[src/rtl/voice_osc_bank.sv]
// Four divider-driven 8-bit phase accumulators feeding one shared quarter-wave sine ROM.
// The ROM is time-multiplexed, so one sample register is refreshed per cycle in round-robin order.
module voice_osc_bank (
  input  logic        clk,
  input  logic        rst_n,
  input  logic [12:0] divider1,
  input  logic [10:0] divider2,
  input  logic [10:0] divider3,
  input  logic [10:0] divider4,
  output logic [6:0]  sample1,
  output logic [6:0]  sample2,
  output logic [6:0]  sample3,
  output logic [6:0]  sample4,
  output logic        frame
);

  localparam logic [6:0] MIDSCALE = 7'd64;

  // q(i) = floor(63.5 * sin(2*pi*i/256)), i = 0..63
  localparam logic [5:0] QROM [0:63] = '{
    6'd0,  6'd1,  6'd3,  6'd4,  6'd6,  6'd7,  6'd9,  6'd10,
    6'd12, 6'd13, 6'd15, 6'd16, 6'd18, 6'd19, 6'd21, 6'd22,
    6'd24, 6'd25, 6'd27, 6'd28, 6'd29, 6'd31, 6'd32, 6'd33,
    6'd35, 6'd36, 6'd37, 6'd39, 6'd40, 6'd41, 6'd42, 6'd43,
    6'd44, 6'd45, 6'd47, 6'd48, 6'd49, 6'd50, 6'd51, 6'd51,
    6'd52, 6'd53, 6'd54, 6'd55, 6'd56, 6'd56, 6'd57, 6'd58,
    6'd58, 6'd59, 6'd59, 6'd60, 6'd60, 6'd61, 6'd61, 6'd61,
    6'd62, 6'd62, 6'd62, 6'd63, 6'd63, 6'd63, 6'd63, 6'd63
  };

  logic [12:0] div [4];
  logic [12:0] cnt [4];
  logic [7:0]  ph  [4];
  logic [6:0]  smp [4];
  logic [1:0]  slot;
  logic [7:0]  rd_ph;
  logic [5:0]  rom_addr;
  logic [5:0]  rom_q;
  logic [6:0]  conv;

  assign div[0] = divider1;
  assign div[1] = {2'b00, divider2};
  assign div[2] = {2'b00, divider3};
  assign div[3] = {2'b00, divider4};

  // The >= compare lets a shrinking divider take effect on the very next edge.
  always_ff @(posedge clk) begin
    if (!rst_n) begin
      for (int v = 0; v < 4; v++) begin
        cnt[v] <= '0;
        ph[v]  <= '0;
      end
    end else begin
      for (int v = 0; v < 4; v++) begin
        if (div[v] == 13'd0) begin
          cnt[v] <= '0;
          ph[v]  <= '0;
        end else if (cnt[v] >= div[v] - 13'd1) begin
          cnt[v] <= '0;
          ph[v]  <= ph[v] + 8'd1;
        end else begin
          cnt[v] <= cnt[v] + 13'd1;
        end
      end
    end
  end

  // Odd quadrants read the ROM mirrored; the upper half-wave is reflected about midscale.
  always_comb begin
    rd_ph    = ph[slot];
    rom_addr = rd_ph[6] ? ~rd_ph[5:0] : rd_ph[5:0];
    rom_q    = QROM[rom_addr];
    conv     = rd_ph[7] ? (MIDSCALE - {1'b0, rom_q}) : (MIDSCALE + {1'b0, rom_q});
  end

  always_ff @(posedge clk) begin
    if (!rst_n) begin
      for (int v = 0; v < 4; v++) smp[v] <= MIDSCALE;
      slot  <= 2'd0;
      frame <= 1'b0;
    end else begin
      smp[slot] <= conv;
      slot      <= slot + 2'd1;
      frame     <= (slot == 2'd3);
    end
  end

  assign sample1 = smp[0];
  assign sample2 = smp[1];
  assign sample3 = smp[2];
  assign sample4 = smp[3];

endmodule

[config.mk]
export PLATFORM = sky130hd
export DESIGN_NAME = voice_osc_bank
export DESIGN_NICKNAME = d
export VERILOG_FILES = /design/src/rtl/voice_osc_bank.sv
export SDC_FILE = /design/constraint.sdc
export NUM_CORES = 1
export LEC_CHECK = 0
export CORE_UTILIZATION = 30
export DETAILED_ROUTE_END_ITERATION = 16
export GPL_TIMING_DRIVEN = 0
export PLACE_DENSITY = 0.54
export SLEW_MARGIN = 20
export SYNTH_ARGS = -nofsm -noshare
export SYNTH_HDL_FRONTEND = slang
export SYNTH_SLANG_ARGS = --single-unit
[constraint.sdc]
create_clock -name clk -period 7.17 [get_ports clk]
set_input_delay 1.434 -clock clk [delete_from_list [all_inputs] [get_ports clk]]
set_output_delay 1.434 -clock clk [all_outputs]
set_load 0.005 [all_outputs]
=== Word level (Yosys, flattened, before mapping) ===
Memories as Yosys holds them, arrays and structs flattened. A register that Yosys moved wholly into a read port is not among the register bits.
Cells that the tools add are included.

* Add/sub/neg operators: 15
* Order comparisons: 5
* Equality and inequality tests: 1
* Muxes and demuxes: 74
* Bitwise gates (word level): 22
* Reduce and logical (&&, ||, !) cells: 5

{| class="wikitable"
|+ Operators with widths
! operator !! number
|-
| 2-to-1 mux 13 bit || 12
|-
| 2-to-1 mux 8 bit || 8
|-
| adder 13 x 1 -> 13 bit, second input constant || 4
|-
| >= comparator 13 bit || 4
|-
| zero test 13 bit || 4
|-
| 2-to-1 mux 1 bit || 47
|-
| subtractor 11 x 1 -> 12 bit, second input constant || 3
|-
| adder 8 x 1 -> 8 bit, second input constant || 4
|-
| OR 1 bit || 20
|-
| 2-to-1 mux 6 bit || 3
|-
| 2-to-1 mux 7 bit || 2
|-
| subtractor 13 x 1 -> 13 bit, second input constant || 1
|-
| adder 7 x 6 -> 7 bit, first input constant || 1
|-
| >= comparator 7 bit, second input constant || 1
|-
| NOT 6 -> 7 bit || 1
|-
| OR reduction 7 bit || 1
|-
| subtractor 7 x 6 -> 7 bit, first input constant || 1
|-
| NOT 6 bit || 1
|-
| 2-to-1 mux 2 bit || 2
|-
| adder 2 x 1 -> 2 bit, second input constant || 1
|-
| equality test 2 bit, second input constant || 1
|}

* Register bits after elaboration: 3
* Memory bits (writable): 112
* ROM bits: 384
* Bits of input ports: 48
* Logic and storage cells: 128
* Memories: 4

{| class="wikitable"
|+ Memories
! memory !! depth !! bits a word !! rd ports !! clocked after Yosys merged registers in !! write ports !! line !! RTL
|-
| (name not given) || 64 || 6 || 1 || 0 || 0 || 72 || <nowiki>rom_q = QROM[rom_addr];</nowiki>
|-
| cnt || 4 || 13 || 4 || 0 || 4 || 32 || <nowiki>logic [12:0] cnt [4];</nowiki>
|-
| ph || 4 || 8 || 5 || 1 || 4 || 33 || <nowiki>logic [7:0] ph [4];</nowiki>
|-
| smp || 4 || 7 || 4 || 0 || 4 || 34 || <nowiki>logic [6:0] smp [4];</nowiki>
|}

=== Depth between registers and ports, before layout ===
Gate-level depths: netlist of the first run.

* Word-level depth: 9
* Mapped depth: 17
* Depth with buffers taken out: 15

=== Least setup slack after synthesis of the first run ===
Ideal clock, no wire load.

* Kind: input port to flip-flop
* Start: input port divider3[6]
* End: memory ph[2][0], enable pin
* Setup time: 0.332 ns
* Arrival time: 4.178 ns
* Required time: 6.838 ns
* Slack: 2.660 ns
* Stages on the path: 9
* Cell sequence: or4_1 -> or4b_2 -> xor2_1 -> ha_1 -> nand3_1 -> o41ai_1 -> nor2_1 -> o21ai_0 -> and2_1

{| class="wikitable"
|+ RTL lines
! element !! line !! RTL
|-
| from (decl) || 8 || <nowiki>input logic [10:0] divider3,</nowiki>
|-
| to (decl) || 33 ||
|}

==> results of run 1 <==
-- worst register-to-register path, stage by stage, from the launching register on --
cell and delay [ps]:
dfxtp_1 350, buf_6 140, buf_6 150, mux4_2 610, xor2_1 420, ha_1 220, clkbuf_1 400, or4b_1 200
o31ai_1 80, a2111oi_1 420, or3_4 240, inv_1 60, ha_1 180, inv_1 80, nor3_1 60, a21oi_1 420
nand3_1 130
-- routing by layer --
| layer | routed length [um] | vias up | part of all wire (%) | global-route usage, % |
|---|---|---|---|---|
| met1 | 9260 | 3141 | 49 | 18.5 |
| met3 | 616 | 12 | 3.2 | 2.78 |
| met5 | 0 | - | 0 | 0 |
| li1 | - | 3382 | - | - |
| met2 | 9050 | 100 | 48 | 22.8 |
| met4 | 122 | 0 | 0.64 | 4.00 |
-- path summary, 6_finish.rpt --
path                            slack (ps)         end         from  cells after the start
worst min-delay path                   620     slot[1]      slot[1]                      2
worst min register to register         620     slot[1]      slot[1]                      2
worst max-delay path                  2050  cnt[2][12]  divider3[6]                     11
worst max register to register        2750   smp[2][6]      slot[1]                     16
-- power by group through the flow --
stage          Sequential (mW)  Combinational [mW]  Clock [mW]
6_report                 0.890               0.689       0.867
5_1_grt                  0.900               0.776       0.922
4_1_cts                  0.891               0.693       0.890
3_5_place_dp             0.905               0.688           0
3_3_place_gp             0.905               0.684           0
2_1_floorplan            0.884               0.479           0
-- synth_stat cells, drive strengths merged, types with 7 or more instances --
cell	n	area (um2)
a21oi	38	194
and3	62	388
buf	14	90.1
clkbuf	15	56.3
edfxtp	112	3360
ha	72	901
inv	39	146
mux4	7	161
nand2	49	186
nand2b	8	50.1
nand3	42	210
nand3b	7	52.6
nand4	12	75.1
nor2	56	213
nor2b	7	43.8
nor3	45	225
nor3b	8	65.1
nor4	12	75.1
o21a	11	82.6
o21ai	17	85.1
or3	11	73.8
xnor2	69	612
xor2	50	438
-- state kept, by name (all words and copies together), names as in the netlist --
| register | flops |
|---|---|
| cnt | 52 |
| ph | 32 |
| slot | 2 |
| frame | 1 |
| smp | 28 |
-- logic make-up after synthesis --
group	count (synthesis)
compound gates	114
xor+xnor	119
fa+ha+maj	73
buf+inv	68
flops	115
mux	14
other cells	1
simple gates	342
-- cell type report --
class,instances,area (um2),share of cell area (%)
plain buffers,29,146,1.39
clock buffers,17,425,4.03
clock inverters,15,181,1.72
inverters,39,146,1.39
multi-input cells,714,5000,47.4
flip-flops and latches,115,3420,32.4
well taps,378,473,4.48
repair buffers,76,761,7.20
==> impl_metrics.py, run 1 <==
metrics = {
    "sta": {
        "setup_slack_ps": 2050,
        "finalSetupTns_ps": 0,
        "finalMaxSlewViolations": 0,
        "max_freq_mhz": 195,
        "finalSetupViolations": 0,
        "finalHoldViolCount": 0,
        "clock_skew_ps": 11.8,
        "fin_hold_ws_ps": 618,
        "maxSlewHeadroom_pct": 50.2,
        "rsz0062_at_grt": "no",
        "fin_crit_ps": 5120,
        "finalCritPeriodShare_pct": 71.3,
        "worst_pin_slew_ps": 741,
    },
    "clock_tree": {
        "postCtsSetupRepairBufs": 0,
        "cts_resized": 0,
        "cts-htree-levels": 4,
        "cts_root_buf": "clkbuf_16",
        "cts_buffer_depth": 2,
        "hold_buffers": 0,
        "path_clk_slew_ps": 60,
        "clock_sinks": 115,
        "insertion_delay_ps": 410,
        "cts_tree": "done",
        "cts_made_buffers": 17,
    },
    "grt": {
        "grt_pass1_vias": 6570,
        "grt_antenna_before_repair": 0,
        "grt_max_degree": 17,
        "grtUsageTotal_pct": 13.9,
        "grt_pass1_wl_um": 32400,
        "overflow": 0,
    },
    "setup_path": {
        "cp_top_family": "simple AND/OR/NAND/NOR gates",
        "cpPeakStageDelay_ps": 630,
        "path_buf_inv": 2,
        "crit_arrival_ps": 5250,
        "path_cells": "clkdlybuf4s50_1 > or4_1 > or4b_2 > xor2_1 > ha_1 > nand3_1 > o41ai_1 > nor2_1 > o21ai_0 > clkbuf_1 > a21oi_1",
        "crit_slowest_cell": "or4b_2",
        "start_kind": "input pin",
        "critPathRequiredTime_ps": 7300,
        "crit_type": "input pin to flip-flop",
        "crit_fanout": 10,
        "endpoint_kind": "flip-flop",
    },
    "run_status": {
        "outcome": "complete, no violations",
    },
    "logic_synthesis": {
        "synthFlopType": "edfxtp_1",
        "syn-cell-area_um2": 8530,
        "synth_mux_area_share_pct": 2.73,
        "synth_top_family_by_area": "simple AND/OR/NAND/NOR gates",
        "synth-simple-area-share_pct": 21.6,
        "yosysUniqueCellTypes": 69,
        "synth-edff-count": 112,
        "ys_warn_count": 0,
        "synthXorXnorAreaFrac_pct": 12.3,
        "synthCells": 846,
        "synth.avg_cell_area_um2": 10.1,
        "async_flop_share_pct": 0,
        "synth-compound-area-share_pct": 9.07,
        "synth_seq_area_share_pct": 40.1,
        "ys_ff_latch": 115,
        "synth_fa_ha_area_share_pct": 10.7,
    },
    "drt": {
        "vias_per_cell": 4.80,
        "routed_wl_um": 19000,
        "num_vias": 6635,
        "remaining_drc_errors": 0,
        "drtIter0Drc": 312,
        "routedWlPerCell_um": 13.8,
        "ant_nets": 0,
        "first_pass_iters": 4,
    },
    "placement": {
        "gp_congestion": 0.800,
        "dp_cells": 1351,
        "place_ws_ps": 1650,
        "place_hpwl_um": 14500,
        "numPortBuffers": 76,
        "placed_area_um2": 9950,
    },
    "power_and_ir_drop": {
        "p_leak_nw": 4.16,
        "power_frac_clock_pct": 35.4,
        "vdd_drop_max_mv": 0.113,
        "netSwitchingFraction_pct": 31.2,
        "power_mw": 2.45,
        "pwr_density_cell_nw_per_um2": 232,
        "combPwrFrac_pct": 28.2,
        "p_int_mw": 1.68,
        "p_seq_share_pct": 36.4,
        "p_sw_mw": 0.763,
    },
    "floorplan": {
        "die_h_um": 171,
        "start_util_pct": 30.6,
        "die_area_um2": 29100,
        "ioPinCount": 77,
        "core_area_um2": 27900,
        "dieWidth_um": 171,
        "num_rows": 61,
    },
    "cells_and_area": {
        "num-fill-cells": 2789,
        "design_area_um2": 10600,
        "final_cell_mix": "edfxtp_1 (112), clkdlybuf4s50_1 (76), ha_1 (72)",
        "final_util_pct": 37.9,
        "drive_gt1_share_pct": 6.37,
        "final_common_cell": "edfxtp_1",
        "area_delta_synth_final_pct": 23.8,
        "nNetsFinal": 1112,
        "diodes": 0,
        "final_cell_count_no_fill": 1383,
    },
    "hold_path": {
        "hp-class": "flip-flop to flip-flop",
    },
    "run": {
        "maxCapViolations": 0,
    },
}
(Power assumes the default switching activity.)
==> inputs of run 2 (changes only) <==
==> constraint.sdc (replaced) <==
create_clock -name clk -period 5 [get_ports clk]
set_input_delay 1 -clock clk [delete_from_list [all_inputs] [get_ports clk]]
set_output_delay 1 -clock clk [all_outputs]
set_load 0.005 [all_outputs]
==> run 2 against run 1 <==
Effect of this change: non-clock buffer count unchanged; clock power increased by 43%; wire length about the same; cell count stayed put; register-to-register slack worse by 2200 ps; worst hold slack unchanged; flip-flop and latch count is the same; largest cell class unchanged; largest power group unchanged.
==> impl_metrics.py, run 2 (synthesized netlist as in run 1, its figures left out) <==
metrics = {
    "sta": {
        "finalMaxSlewViolations": 0,
        "max_freq_mhz": 221,
        "fin_hold_ws_ps": 618,
        "finalHoldViolCount": 0,
        "worst_pin_slew_ps": 741,
        "maxSlewHeadroom_pct": 50.2,
        "clock_skew_ps": 11.8,
        "finalCritPeriodShare_pct": 90.7,
        "rsz0062_at_grt": "no",
        "finalSetupViolations": 0,
        "fin_crit_ps": 4530,
    },
    "power_and_ir_drop": {
        "vdd_drop_max_mv": 0.163,
        "pwr_density_cell_nw_per_um2": 332,
        "power_mw": 3.51,
        "p_leak_nw": 4.16,
    },
    "setup_path": {
        "path_buf_inv": 2,
        "crit_type": "input pin to flip-flop",
        "crit_fanout": 10,
        "endpoint_kind": "flip-flop",
        "cp_top_family": "simple AND/OR/NAND/NOR gates",
        "worstSetupStartpoint": "divider3[6]",
        "regToRegStartpoint": "slot[1]",
        "r2r_cells": 16,
        "crit_cells": 11,
        "start_kind": "input pin",
        "cpPeakStageDelay_ps": 630,
        "crit_arrival_ps": 4660,
        "path_cells": "clkdlybuf4s50_1 > or4_1 > or4b_2 > xor2_1 > ha_1 > nand3_1 > o41ai_1 > nor2_1 > o21ai_1 > clkbuf_1 > a21oi_1",
        "crit_slowest_cell": "or4b_2",
        "critPathRequiredTime_ps": 5130,
    },
    "grt": {
        "grtUsageTotal_pct": 13.9,
        "grt_pass1_wl_um": 32400,
        "overflow": 0,
        "grt_pass1_vias": 6570,
        "grt_max_degree": 17,
        "grt_antenna_before_repair": 0,
    },
    "placement": {
        "numPortBuffers": 76,
        "place_hpwl_um": 14500,
        "gp_congestion": 0.800,
    },
    "cells_and_area": {
        "nNetsFinal": 1112,
        "max_flop_register": "cnt",
        "reg_top3": "cnt x52, ph x32, smp x28",
        "area_delta_synth_final_pct": 23.8,
        "final_cell_mix": "edfxtp_1 (112), clkdlybuf4s50_1 (76), ha_1 (72)",
        "final_common_cell": "edfxtp_1",
        "largest_register_ffs": 52,
        "diodes": 0,
        "final_util_pct": 37.9,
        "drive_gt1_share_pct": 6.37,
    },
    "clock_tree": {
        "cts_buffer_depth": 2,
        "cts_root_buf": "clkbuf_16",
        "insertion_delay_ps": 410,
        "hold_buffers": 0,
        "cts_made_buffers": 17,
        "path_clk_slew_ps": 60,
        "cts-htree-levels": 4,
        "cts_tree": "done",
        "clock_sinks": 115,
    },
    "drt": {
        "drtIter0Drc": 312,
        "remaining_drc_errors": 0,
        "routedWlPerCell_um": 13.8,
        "num_vias": 6638,
        "ant_nets": 0,
        "vias_per_cell": 4.80,
        "first_pass_iters": 4,
        "routed_wl_um": 19000,
    },
    "run": {
        "maxCapViolations": 0,
    },
    "hold_path": {
        "hp-class": "flip-flop to flip-flop",
        "hp-start": "slot[1]",
        "whs_path_depth": 2,
    },
    "floorplan": {
        "ioPinCount": 77,
        "core_area_um2": 27900,
        "start_util_pct": 30.6,
        "num_rows": 61,
        "dieWidth_um": 171,
        "die_h_um": 171,
        "die_area_um2": 29100,
    },
    "run_status": {
        "outcome": "complete, no violations",
    },
}
==> run 2: through the flow <==
| step | TNS (ps) | cell area [um2] | cells | worst slack [ps] |
|---|---|---|---|---|
| after CTS | 0 | 10600 | 1383 | 340 |
| after global routing | 0 | 10600 | 1383 | 152 |
| after global placement | -1120 | 9950 | 1351 | -85.8 |
| after detailed placement | -1170 | 9950 | 1351 | -81.2 |
| final | 0 | 10600 | 1383 | 467 |
| after floorplan | 0 | 8720 | 897 | 924 |
==> run 2: power breakdown <==
part           internal, mW  switching, mW  total (mW)  leakage [nW]
Combinational         0.439          0.549       0.988          2.68
Sequential             1.19         0.0888        1.28          1.19
Clock                 0.787          0.457        1.24         0.284
Total                  2.41           1.09        3.51          4.16
==> run 2: routing by layer <==
metal  GRT usage [%]  routed length, um  up-vias
li1                -                  -     3382
met1            18.5               9250     3142
met2            22.8               9050      102
met3            2.78                619       12
met4            4.00                122        0
met5               0                  0        -
==> run 2: tightest hold or removal path: cells and delay by family (launching register included) <==
kind	cells	cell delay, ps
adders and majority gates	1	120
and+or+nand+nor	1	110
DFF	1	350
==> run 2: final cells by class <==
class	count	area, um2
repair buffers	76	761
fillers	2789	17300
clock buffers	17	425
well taps	378	473
clock inverters	15	181
inverters	39	146
flip-flops and latches	115	3420
multi-input cells	714	5000
plain buffers	29	146
==> run 2: final timing paths <==
kind	slack (ps)	endpoint
max	470	cnt[2][12]
min	620	slot[1]
max reg2reg	580	smp[2][6]
min reg2reg	620	slot[1]
==> run 2: what timing repair did <==
item / CTS / global route
buffers inserted: 0 / 0
endpoints found under the setup margin: 0 / 5
gates resized for setup: 0 / 1
==> inputs of run 3 (changes only) <==
--- a/config.mk
+++ b/config.mk
@@ -5,10 +5,10 @@
 export SDC_FILE = /design/constraint.sdc
 export NUM_CORES = 1
 export LEC_CHECK = 0
-export CORE_UTILIZATION = 30
+export CORE_UTILIZATION = 59
 export DETAILED_ROUTE_END_ITERATION = 16
 export GPL_TIMING_DRIVEN = 0
-export PLACE_DENSITY = 0.54
+export PLACE_DENSITY = 0.88
 export SLEW_MARGIN = 20
 export SYNTH_ARGS = -nofsm -noshare
 export SYNTH_HDL_FRONTEND = slang
==> run 3 against run 2 <==
Effect of this change: power increased by 4.9%; register-to-register slack improved by 20 ps; highest routed layer unchanged; wire length decreased by 2.0%.
==> impl_metrics.py, run 3 (synthesized netlist as in run 1, its figures left out) <==
metrics = {
    "run_status": {
        "outcome": "complete, no violations",
    },
    "drt": {
        "remaining_drc_errors": 0,
        "ant_nets": 0,
        "num_vias": 6970,
        "vias_per_cell": 5.88,
        "first_pass_iters": 5,
        "routed_wl_um": 18700,
        "routedWlPerCell_um": 15.7,
        "drtIter0Drc": 456,
    },
    "setup_path": {
        "critPathRequiredTime_ps": 5150,
        "path_buf_inv": 2,
        "r2r_end": "smp[1][4]",
        "crit_slowest_cell": "or4b_2",
        "crit_fanout": 10,
        "path_cells": "clkdlybuf4s50_1 > or4_1 > or4b_2 > xor2_1 > ha_1 > nand3_1 > o41ai_2 > nor2_1 > o21ai_0 > clkbuf_1 > a21oi_1",
        "endpoint_kind": "flip-flop",
        "cpPeakStageDelay_ps": 630,
        "r2r_cells": 17,
        "crit_type": "input pin to flip-flop",
        "crit_arrival_ps": 4770,
        "regToRegStartpoint": "slot[1]",
        "cp_top_family": "simple AND/OR/NAND/NOR gates",
        "reg2reg_slack_ps": 600,
        "start_kind": "input pin",
    },
    "power_and_ir_drop": {
        "p_seq_share_pct": 34.7,
        "p_int_mw": 2.61,
        "vdd_drop_max_mv": 0.251,
        "pwr_density_cell_nw_per_um2": 354,
        "combPwrFrac_pct": 27.2,
        "p_sw_mw": 1.07,
        "netSwitchingFraction_pct": 29.0,
        "p_leak_nw": 4.20,
        "power_frac_clock_pct": 38.1,
    },
    "placement": {
        "placed_area_um2": 9710,
        "place_hpwl_um": 13500,
        "numPortBuffers": 76,
        "gp_congestion": 0.928,
        "place_ws_ps": -19.6,
        "dp_cells": 1153,
    },
    "hold_path": {
        "min_to": "slot[1]",
        "whs_path_depth": 2,
        "hp-class": "flip-flop to flip-flop",
        "hp-start": "slot[1]",
    },
    "clock_tree": {
        "cts_tree": "done",
        "insertion_delay_ps": 420,
        "cts_root_buf": "clkbuf_16",
        "cts_made_buffers": 17,
        "clock_sinks": 115,
        "cts_buffer_depth": 2,
        "cts-htree-levels": 4,
        "path_clk_slew_ps": 60,
    },
    "cells_and_area": {
        "num-fill-cells": 921,
        "max_flop_register": "cnt",
        "reg_top3": "cnt x52, ph x32, smp x28",
        "drive_gt1_share_pct": 6.37,
        "largest_register_ffs": 52,
        "nNetsFinal": 1112,
        "final_common_cell": "edfxtp_1",
        "final_cell_mix": "edfxtp_1 (112), clkdlybuf4s50_1 (76), ha_1 (72)",
        "diodes": 0,
        "area_delta_synth_final_pct": 22.0,
        "final_cell_count_no_fill": 1185,
        "design_area_um2": 10400,
    },
    "grt": {
        "overflow": 0,
        "grt_max_degree": 17,
        "grt_pass1_wl_um": 30800,
        "grtUsageTotal_pct": 26.2,
        "grt_pass1_vias": 6578,
        "grt_antenna_before_repair": 0,
    },
    "floorplan": {
        "die_area_um2": 14900,
        "ioPinCount": 77,
        "die_h_um": 122,
        "core_area_um2": 14000,
        "start_util_pct": 61.0,
        "num_rows": 43,
        "dieWidth_um": 122,
    },
    "sta": {
        "maxSlewHeadroom_pct": 45.9,
        "rsz0062_at_grt": "no",
        "finalHoldViolCount": 0,
        "finalSetupTns_ps": 0,
        "finalCritPeriodShare_pct": 92.6,
        "fin_crit_ps": 4630,
        "max_freq_mhz": 216,
        "finalSetupViolations": 0,
        "clock_skew_ps": 7.43,
        "setup_slack_ps": 371,
        "fin_hold_ws_ps": 607,
        "finalMaxSlewViolations": 0,
        "worst_pin_slew_ps": 805,
    },
    "run": {
        "maxCapViolations": 0,
    },
}
==> run 3: cell types whose count changed in the layout (fill, tap and decap cells not counted) <==
| cell | before | now |
|---|---|---|
| bufinv_16 | 3 | 7 |
| inv_6 | 3 | 0 |
| clkbuf_1 | 15 | 16 |
| clkinv_4 | 3 | 2 |
| clkinvlp_4 | 4 | 3 |
| o21ai_0 | 15 | 16 |
| o21ai_1 | 2 | 1 |
| o41ai_1 | 1 | 0 |
| o41ai_2 | 1 | 2 |
==> run 3: final cells by class <==
class	instances	area (um2)	area share [%]
Inverter	39	146	1.41
Multi-Input combinational cell	714	5010	48.2
Timing Repair Buffer	76	761	7.31
Clock inverter	14	259	2.49
Sequential cell	115	3420	32.9
Buffer	29	146	1.41
Clock buffer	18	429	4.13
Tap cell	180	225	2.17
==> run 3: per-stage QoR <==
step	util, %	power [mW]
after floorplan	-	1.95
after global placement	69.4	2.23
after detailed placement	69.4	2.27
after CTS	74.3	3.68
after global routing	74.4	3.85
final	74.4	3.68
==> run 3: worst max path at each step <==
stage,startpoint,endpoint,slack (ps),depth (start not counted)
final,divider3[6],cnt[2][6],370,11
after global routing,divider3[2],cnt[2][11],190,12
after CTS,divider3[6],cnt[2][6],200,11
after detailed placement,divider3[6],cnt[2][6],-20,11
after global placement,divider3[6],cnt[2][5],40,11
after floorplan,divider3[6],ph[2][0],920,9
==> run 3: worst register-to-register path: cells and delay by family (launching register included) <==
family          cells  cell delay [ps]
mux                 1              610
fa+ha+maj           2              370
xor+xnor            2              350
simple gates        4             1270
buf+inv             5              700
flops               1              340
compound gates      3              500
==> run 3: layer usage <==
metal	track usage, %	vias up	part of all wire, %
met4	10.1	0	1.9
met3	4.65	36	4.6
li1	-	3388	-
met1	33.1	3330	43
met5	0	-	0
met2	44.8	216	50
==> run 3: what timing repair did <==
| item | in CTS | in global routing |
|---|---|---|
| resized for setup | 0 | 1 |
| setup endpoints to repair | 0 | 7 |
| setup buffers | 0 | 0 |
| hold buffers | 0 | 0 |
==> run 3: power by group through the flow <==
stage	sequential [mW]	combinational, mW	clock [mW]
2_1_floorplan	1.27	0.687	0
3_3_place_gp	1.29	0.947	0
3_5_place_dp	1.29	0.973	0
4_1_cts	1.27	0.991	1.41
5_1_grt	1.29	1.11	1.45
6_report	1.28	1.00	1.40
